### config.mk
export PLATFORM = sky130hd
export DESIGN_NAME = arbitro_mem_dados
export DESIGN_NICKNAME = d
export VERILOG_FILES = /design/src/rtl/arbitro_mem_dados.sv
export SDC_FILE = /design/constraint.sdc
export NUM_CORES = 1
export LEC_CHECK = 0
export ABC_CLOCK_PERIOD_IN_PS = 2000
export CAP_MARGIN = 20
export CORE_ASPECT_RATIO = 0.8
export CORE_MARGIN = 2
export CORE_UTILIZATION = 40
export DETAILED_ROUTE_END_ITERATION = 8
export PLACE_DENSITY = 0.87
export SYNTH_ARGS = -nofsm -noshare
export SYNTH_HDL_FRONTEND = slang
export SYNTH_SLANG_ARGS = --single-unit
### constraint.sdc
create_clock -name Clock -period 2 [get_ports Clock]
set_clock_uncertainty 0.05 [all_clocks]
set_input_delay 0.2 -clock Clock [delete_from_list [all_inputs] [get_ports Clock]]
set_output_delay 0.2 -clock Clock [all_outputs]
set_load 0.01 [all_outputs]
### src/rtl/arbitro_mem_dados.sv
// rtl/arbitro_mem_dados.sv - DataMEM arbiter between the nRisc core and a burst loader
module arbitro_mem_dados #(
    parameter int ADDR_W   = 8,
    parameter int DATA_W   = 8,
    parameter int LEN_W    = 8,
    parameter int MAX_WAIT = 4
) (
    input  logic              Clock,
    input  logic              Reset,
    input  logic              cpu_ler,
    input  logic              cpu_escrev,
    input  logic [ADDR_W-1:0] cpu_end,
    input  logic [DATA_W-1:0] cpu_dado,
    output logic [DATA_W-1:0] cpu_saida,
    output logic              cpu_stall,
    input  logic              ldr_req,
    input  logic              ldr_we,
    input  logic [ADDR_W-1:0] ldr_end,
    input  logic [LEN_W-1:0]  ldr_len,
    input  logic [DATA_W-1:0] ldr_dado,
    output logic [DATA_W-1:0] ldr_saida,
    output logic              ldr_beat,
    output logic              ldr_done,
    output logic              mem_leitura,
    output logic              mem_escrita,
    output logic [ADDR_W-1:0] mem_endereco,
    output logic [DATA_W-1:0] mem_entrada,
    input  logic [DATA_W-1:0] mem_saida
);

    localparam int WW = $clog2(MAX_WAIT + 1);

    typedef enum logic [1:0] {LIVRE, RAJADA, FIM} estado_t;

    estado_t           estado;
    logic [WW-1:0]     wait_cnt;
    logic [LEN_W-1:0]  len_cnt;
    logic [ADDR_W-1:0] addr_reg;
    logic              we_reg;

    logic cpu_acc;
    logic forcado;
    logic concede;

    // Grant decision: loader wins when the CPU is idle or it has waited MAX_WAIT refusals
    always_comb begin
        cpu_acc = cpu_ler | cpu_escrev;
        forcado = (estado == LIVRE) && ldr_req && (wait_cnt == WW'(MAX_WAIT));
        concede = (estado == LIVRE) && ldr_req && (!cpu_acc || forcado);
    end

    // Ownership FSM, burst address/length counters and loader starvation counter
    always_ff @(posedge Clock) begin
        if (Reset) begin
            estado   <= LIVRE;
            wait_cnt <= '0;
            len_cnt  <= '0;
            addr_reg <= '0;
            we_reg   <= 1'b0;
        end else begin
            case (estado)
                LIVRE: begin
                    if (concede) begin
                        wait_cnt <= '0;
                        addr_reg <= ldr_end;
                        len_cnt  <= ldr_len;
                        we_reg   <= ldr_we;
                        estado   <= (ldr_len == '0) ? FIM : RAJADA;
                    end else if (!ldr_req) begin
                        wait_cnt <= '0;
                    end else if (cpu_acc) begin
                        wait_cnt <= wait_cnt + 1'b1;
                    end
                end
                RAJADA: begin
                    addr_reg <= addr_reg + 1'b1;
                    len_cnt  <= len_cnt - 1'b1;
                    if (len_cnt == LEN_W'(1)) begin
                        estado <= FIM;
                    end
                end
                FIM: begin
                    estado <= LIVRE;
                end
                default: begin
                    estado <= LIVRE;
                end
            endcase
        end
    end

    // Memory port steering; everything is held low while Reset is asserted
    always_comb begin
        cpu_saida    = '0;
        cpu_stall    = 1'b0;
        ldr_saida    = '0;
        ldr_beat     = 1'b0;
        ldr_done     = 1'b0;
        mem_leitura  = 1'b0;
        mem_escrita  = 1'b0;
        mem_endereco = '0;
        mem_entrada  = '0;
        if (!Reset) begin
            if (estado == RAJADA) begin
                cpu_stall    = 1'b1;
                ldr_beat     = 1'b1;
                mem_endereco = addr_reg;
                mem_escrita  = we_reg;
                mem_leitura  = !we_reg;
                mem_entrada  = ldr_dado;
                ldr_saida    = mem_saida;
            end else begin
                // LIVRE and FIM: CPU passes through unless a forced grant blocks it
                cpu_stall    = forcado;
                ldr_done     = (estado == FIM);
                mem_endereco = cpu_end;
                mem_entrada  = cpu_dado;
                mem_leitura  = cpu_ler & !forcado;
                mem_escrita  = cpu_escrev & !forcado;
                cpu_saida    = mem_saida;
            end
        end
    end

endmodule
==> flow_metrics.tcl, run 1 <==
set metrics [dict create \
    status "completed" \
    numCtsBuffers 3 \
    drt_iter0_markers 94 \
    detail_route.first_pass.iterations 4 \
    path_class "flip-flop to output port" \
    rsz0062_at_grt "false" \
    layout-drive-gt1-share_pct 11.44 \
    hp-start "we_reg" \
    postLayoutCoreUtil_pct 67.71 \
    final_nets 401 \
    cp_top_family "flip-flops" \
    layout_commonest_cell "clkdlybuf4s50_1" \
    clkPwrFrac_pct 25.2 \
    layout.cells.non_filler 398 \
    fp.dieW_um 77.64 \
    power.density_mw_per_mm2 459.0 \
    ys_types 47 \
    synth_edf_count 0 \
    htree_levels 1 \
    start_kind "flip-flop" \
    vias_per_cell 5.377 \
    port_buffers 90 \
    avgSynthCellArea_um2 7.026 \
    crit_required_ns 1.75 \
    antennaDiodeCount 0 \
    synthCells 247 \
    dpl.cell_count 394 \
    fp.coreArea_mm2 0.004178 \
    gp_congestion 0.8635 \
    ys.flop_type "dfxtp_1" \
    max_clock_freq_mhz 529.7 \
    path_cells "inv_1 > ha_1 > and3_1 > o21ai_2 > a21oi_1 > nor2_1 > clkdlybuf4s15_1" \
    met3_length_um 396 \
    r2r-end "addr_reg[3]" \
    nFillCells 367 \
    finalCritPeriodShare_pct 94.39 \
    tightestPinTransition_ns 0.4711 \
    leakagePower_nw 1.264 \
    hold_violations 0 \
    p_sw_mw 0.4016 \
    ys_ff_latch 22 \
    r2r-start "wait_cnt[0]" \
    die-area_mm2 0.004885 \
    multiInputGateArea_mm2 0.001191 \
    io_pins 91 \
    yosysSeqAreaShare_pct 25.38 \
    grt_pass1_wl_mm 9.190 \
    cp.arrival_ns 1.64 \
    rows 21 \
    whs_endpoint "we_reg" \
    grt_max_degree 27 \
    whs_ns 0.4319 \
    reg2reg_slack_ns 0.18 \
    relSlewSlack_pct 68.51 \
    hold_class "flip-flop to flip-flop" \
    antenna_found_initial 0 \
    synth_nets 306 \
    combPwrFrac_pct 35.7 \
    finalCriticalPeriod_ns 1.888 \
    drv_slew 0 \
    p_int_mw 0.8968 \
    root_buffer "clkbuf_8" \
    mostFrequentLayoutCells "54 x clkdlybuf4s50_1, 44 x nand2_1, 33 x a21oi_1" \
    pwr-share-seq_pct 39.1 \
    holdPathStages 2 \
    drt-wirelength-per-cell_um 13.90 \
    drcViolationCount 0 \
    synth-async-reset-ratio_pct 0 \
    routed.top_layer "met4" \
    dp_hpwl_mm 4.007 \
    wl_met2_mm 2.620 \
    max_stage_delay_ns 0.34 \
    floorplan.initialDensity_pct 41.54 \
    finalWirelength_mm 5.532 \
    ant_nets 0 \
    cts.sinks 22 \
    switching_share_pct 30.93 \
    gr-total-overflow 0 \
    via_count 2140 \
    path_max_fanout 3 \
    drt-met1-wl_mm 2.459 \
    yosysWarnings 0 \
    crit_path_end_kind "output port" \
    setup_viol 0 \
    tritoncts "done" \
    clk_pin_slew_ns 0.08 \
    grt_pass1_vias 2079 \
    dieHeight_um 62.92 \
    vdd_drop_max_v 0.0004008 \
    clk_path_buf_depth 2 \
    path_buf_inv 2 \
    crit_path_top_delay_cell "dfxtp_1" \
    maxCapViolCount 0 \
    synthesis.area_mm2 0.001735 \
    clk_latency_ns 0.26 \
    register_area_um2 445.4 \
    grtUsageTotal_pct 22.52 \
    area_growth_pct 63.01 \
    postCtsHoldBufs 0 \
    rr_worst_depth 8 \
]
-- worst reg2reg max path, stage by stage, from the launching register on --
cell and delay [ns]:
dfxtp_1 0.34, inv_1 0.06, ha_1 0.21, buf_4 0.14
o2bb2ai_1 0.11, buf_4 0.18, nand3_2 0.23, nor2_1 0.10
a2111oi_2 0.32
-- stage by stage --
stage	TNS [ns]	cell area [um^2]	power (mW)	worst slack, ns
after floorplan	0	1735	0.7404	0.4938
after global placement	-0.1011	2780	0.9887	-0.06485
after detailed placement	-0.1539	2780	0.9986	-0.09313
after CTS	0	2811	1.305	0.0003111
after global routing	0	2829	1.377	0.004803
final	0	2829	1.298	0.1121
-- routing by layer --
| metal | GRT usage, % | vias up |
|---|---|---|
| li1 | - | 1078 |
| met1 | 28.24 | 972 |
| met2 | 38.36 | 84 |
| met3 | 5.491 | 6 |
| met4 | 6.027 | 0 |
| met5 | 0 | - |
-- worst max path at each step --
stage	start	to	slack [ns]	cells after the start
6_report	wait_cnt[0]	mem_leitura	0.11	7
3_5_place_dp	ldr_req	mem_escrita	-0.09	6
5_1_grt	wait_cnt[0]	mem_leitura	0.005	7
3_3_place_gp	ldr_req	mem_escrita	-0.06	6
2_1_floorplan	wait_cnt[0]	mem_escrita	0.49	6
4_1_cts	estado[1]	ldr_saida[0]	0.0003	5
-- synth_stat cells (2+ instances only) --
cell      number  area share [%]
a21o_1         2            0.86
a21oi_1       33             9.5
a22oi_1        2            0.86
a31oi_1        8             2.9
a32o_1         2             1.2
and2_1        18             6.5
and3_1         3             1.1
buf_1          2            0.43
buf_2          9             2.6
clkbuf_1       5             1.1
dfxtp_1       22              25
ha_1           5             3.6
inv_1          7             1.5
nand2_1       44             9.5
nand2b_1       2            0.72
nand3_1       10             2.9
nand3b_1       3             1.3
nand4_1        3             1.1
nand4b_1       3             1.5
nor2_1        16             3.5
nor2b_1        2            0.72
nor3_1         4             1.2
nor4_1         4             1.4
o21ai_0       13             3.7
o221a_2        2             1.3
or3_1          2            0.72
-- logic make-up (layout without fill, tap and decap cells) --
kind of cell             after synthesis  in the layout  share of synthesized area (%)
AO/OA/AOI/OAI                         75             75                          28.26
multiplexers                           1              1                         0.5768
AND/OR/NAND/NOR                      118            118                          35.26
flip-flops                            22             22                          25.38
adder cells (fa/ha/maj)                5              5                          3.605
buffers and inverters                 26            120                          6.922
-- power groups by stage --
stage | Sequential [mW] | Clock (mW) | Combinational (mW)
floorplan | 0.503 | 0 | 0.237
global placement | 0.515 | 0 | 0.473
detailed placement | 0.516 | 0 | 0.482
CTS | 0.506 | 0.337 | 0.462
global route | 0.513 | 0.355 | 0.509
finish | 0.508 | 0.327 | 0.464
-- layout make-up --
| cell class | instances | share of cell area (%) |
|---|---|---|
| Clock buffer | 4 | 1.946 |
| Inverter | 8 | 1.061 |
| Multi-Input combinational cell | 199 | 42.11 |
| Sequential cell | 22 | 15.75 |
| Tap cell | 57 | 2.521 |
| Timing Repair Buffer | 108 | 36.62 |
-- what timing repair did --
action | 4_1_cts | 5_1_grt
gates resized for setup | 38 | 10
buffers inserted | 0 | 0
setup endpoints to repair | 35 | 8
hold endpoints to repair | 0 | 0
(Power assumes the default switching activity.)
==> run 2: changes to the inputs <==
RECOVER_POWER = 100   (was not set)
==> run 2 against run 1 <==
- maximum frequency decreased by 0.48%
- count of clock-buffer cells in the layout unchanged
- clock power about the same
- routed wire length is 0.36% higher
- critical path depth is 3 lower
- cell area decreased by 0.88%
- largest power group unchanged
==> flow_metrics.tcl, run 2 (synthesis gave the netlist of run 1 again) <==
set metrics [dict create \
    vdd_drop_max_v 0.0003981 \
    switching_share_pct 30.87 \
    postCtsHoldBufs 0 \
    cp.arrival_ns 1.65 \
    reg2reg_slack_ns 0.13 \
    detail_route.first_pass.iterations 4 \
    hp-start "we_reg" \
    mostFrequentLayoutCells "53 x clkdlybuf4s50_1, 44 x nand2_1, 33 x a21oi_1" \
    area_growth_pct 61.57 \
    dpl.cell_count 394 \
    combPwrFrac_pct 35.4 \
    antenna_found_initial 0 \
    path_cells "nand2b_1 > nor2_2 > buf_4 > clkdlybuf4s50_1" \
    grtUsageTotal_pct 22.52 \
    antennaDiodeCount 0 \
    tritoncts "done" \
    clk_path_buf_depth 2 \
    crit_path_end_kind "output port" \
    io_pins 91 \
    crit_start "estado[1]" \
    path_max_fanout 9 \
    gp_congestion 0.8635 \
    holdPathStages 2 \
    cts.sinks 22 \
    path_class "flip-flop to output port" \
    whs_endpoint "we_reg" \
    place_ws_ns -0.09313 \
    numCtsBuffers 3 \
    clkPwrFrac_pct 25.2 \
    clk_pin_slew_ns 0.08 \
    max_clock_freq_mhz 527.2 \
    grt_max_degree 27 \
    fp.dieW_um 77.64 \
    r2r-start "wait_cnt[0]" \
    via_count 2129 \
    final_nets 401 \
    layout-drive-gt1-share_pct 10.56 \
    hold_violations 0 \
    dp_hpwl_mm 4.007 \
    leakagePower_nw 1.239 \
    root_buffer "clkbuf_8" \
    status "completed" \
    relSlewSlack_pct 66.06 \
    finalCriticalPeriod_ns 1.897 \
    dieHeight_um 62.92 \
    finalCritPeriodShare_pct 94.85 \
    clk_latency_ns 0.26 \
    drt_iter0_markers 139 \
    maxCapViolCount 0 \
    setup_viol 0 \
    drv_slew 0 \
    max_stage_delay_ns 0.54 \
    rsz0062_at_grt "false" \
    p_int_mw 0.8913 \
    pwr-share-seq_pct 39.3 \
    floorplan.initialDensity_pct 41.54 \
    start_kind "flip-flop" \
    ant_nets 0 \
    r2r-end "addr_reg[4]" \
    gr-total-overflow 0 \
    finalWirelength_mm 5.552 \
    crit_path_top_delay_cell "clkdlybuf4s50_1" \
    layout_commonest_cell "clkdlybuf4s50_1" \
    drt-wirelength-per-cell_um 13.95 \
    tightestPinTransition_ns 0.5078 \
    vias_per_cell 5.349 \
    final.setup.worst_slack_ns 0.1031 \
    hold_class "flip-flop to flip-flop" \
    die-area_mm2 0.004885 \
    grt_pass1_wl_mm 9.190 \
    rr_worst_depth 8 \
    fp.coreArea_mm2 0.004178 \
    grt_pass1_vias 2079 \
    port_buffers 90 \
    p_sw_mw 0.3980 \
    htree_levels 1 \
    crit_required_ns 1.75 \
    rows 21 \
    power.density_mw_per_mm2 459.8 \
    drcViolationCount 0 \
    layout.cells.non_filler 398 \
]
[run 2: cell count changes in the layout (fill, tap and decap cells not counted), sizes merged]
| cell | delta |
|---|---|
| dlygate4sd3 | +1 |
| clkdlybuf4s25 | +1 |
| clkdlybuf4s50 | -1 |
| buf | -3 |
| dlymetal6s2s | -1 |
| clkbuf | +3 |
[run 2: worst max-delay path by stage]
stage | endpoint | cells after the start
6_report | ldr_beat | 4
5_1_grt | cpu_saida[1] | 6
4_1_cts | ldr_saida[0] | 5
3_5_place_dp | mem_escrita | 6
3_3_place_gp | mem_escrita | 6
2_1_floorplan | mem_escrita | 6
[run 2: through the flow]
step                      total power, mW  hold WS [ns]  TNS [ns]  util (%)  cell area [um^2]
after floorplan                    0.7404        0.2860         0         -              1735
after global placement             0.9887        0.4173   -0.1011     66.55              2780
after detailed placement           0.9986        0.4188   -0.1539     66.55              2780
after CTS                           1.305        0.4316         0     67.30              2811
after global routing                1.369        0.4768         0     67.12              2804
final                               1.289        0.4314         0     67.12              2804
[run 2: critical path: cells and delay by family (launching register included)]
kind                   cells  cell delay (ns)
buffers and inverters      2             0.68
AND/OR/NAND/NOR            2             0.34
flip-flops                 1             0.36
[run 2: repair_timing]
item,in CTS,in global routing
endpoints found under the hold margin,0,0
buffers inserted,0,0
setup endpoints to repair,35,8
resized for setup,38,10
pin swaps,0,0
[run 2: per-layer routing]
layer	wire length, um	track usage [%]
met4	73	6.027
met2	2616	38.36
met1	2477	28.24
met5	0	0
met3	385	5.491
[run 2: cell type report]
class	count	area [um^2]
Fill cell	371	1374
Tap cell	57	71.32
Sequential cell	22	445.4
Clock buffer	4	55.05
Inverter	8	30.03
Timing Repair Buffer	108	1028
Multi-Input combinational cell	199	1174
[run 2: power groups by stage]
stage               clock [mW]  combinational [mW]  sequential [mW]
floorplan                    0               0.237            0.503
global placement             0               0.473            0.515
detailed placement           0               0.482            0.516
CTS                      0.337               0.462            0.506
global route             0.355               0.501            0.512
finish                   0.325               0.457            0.507
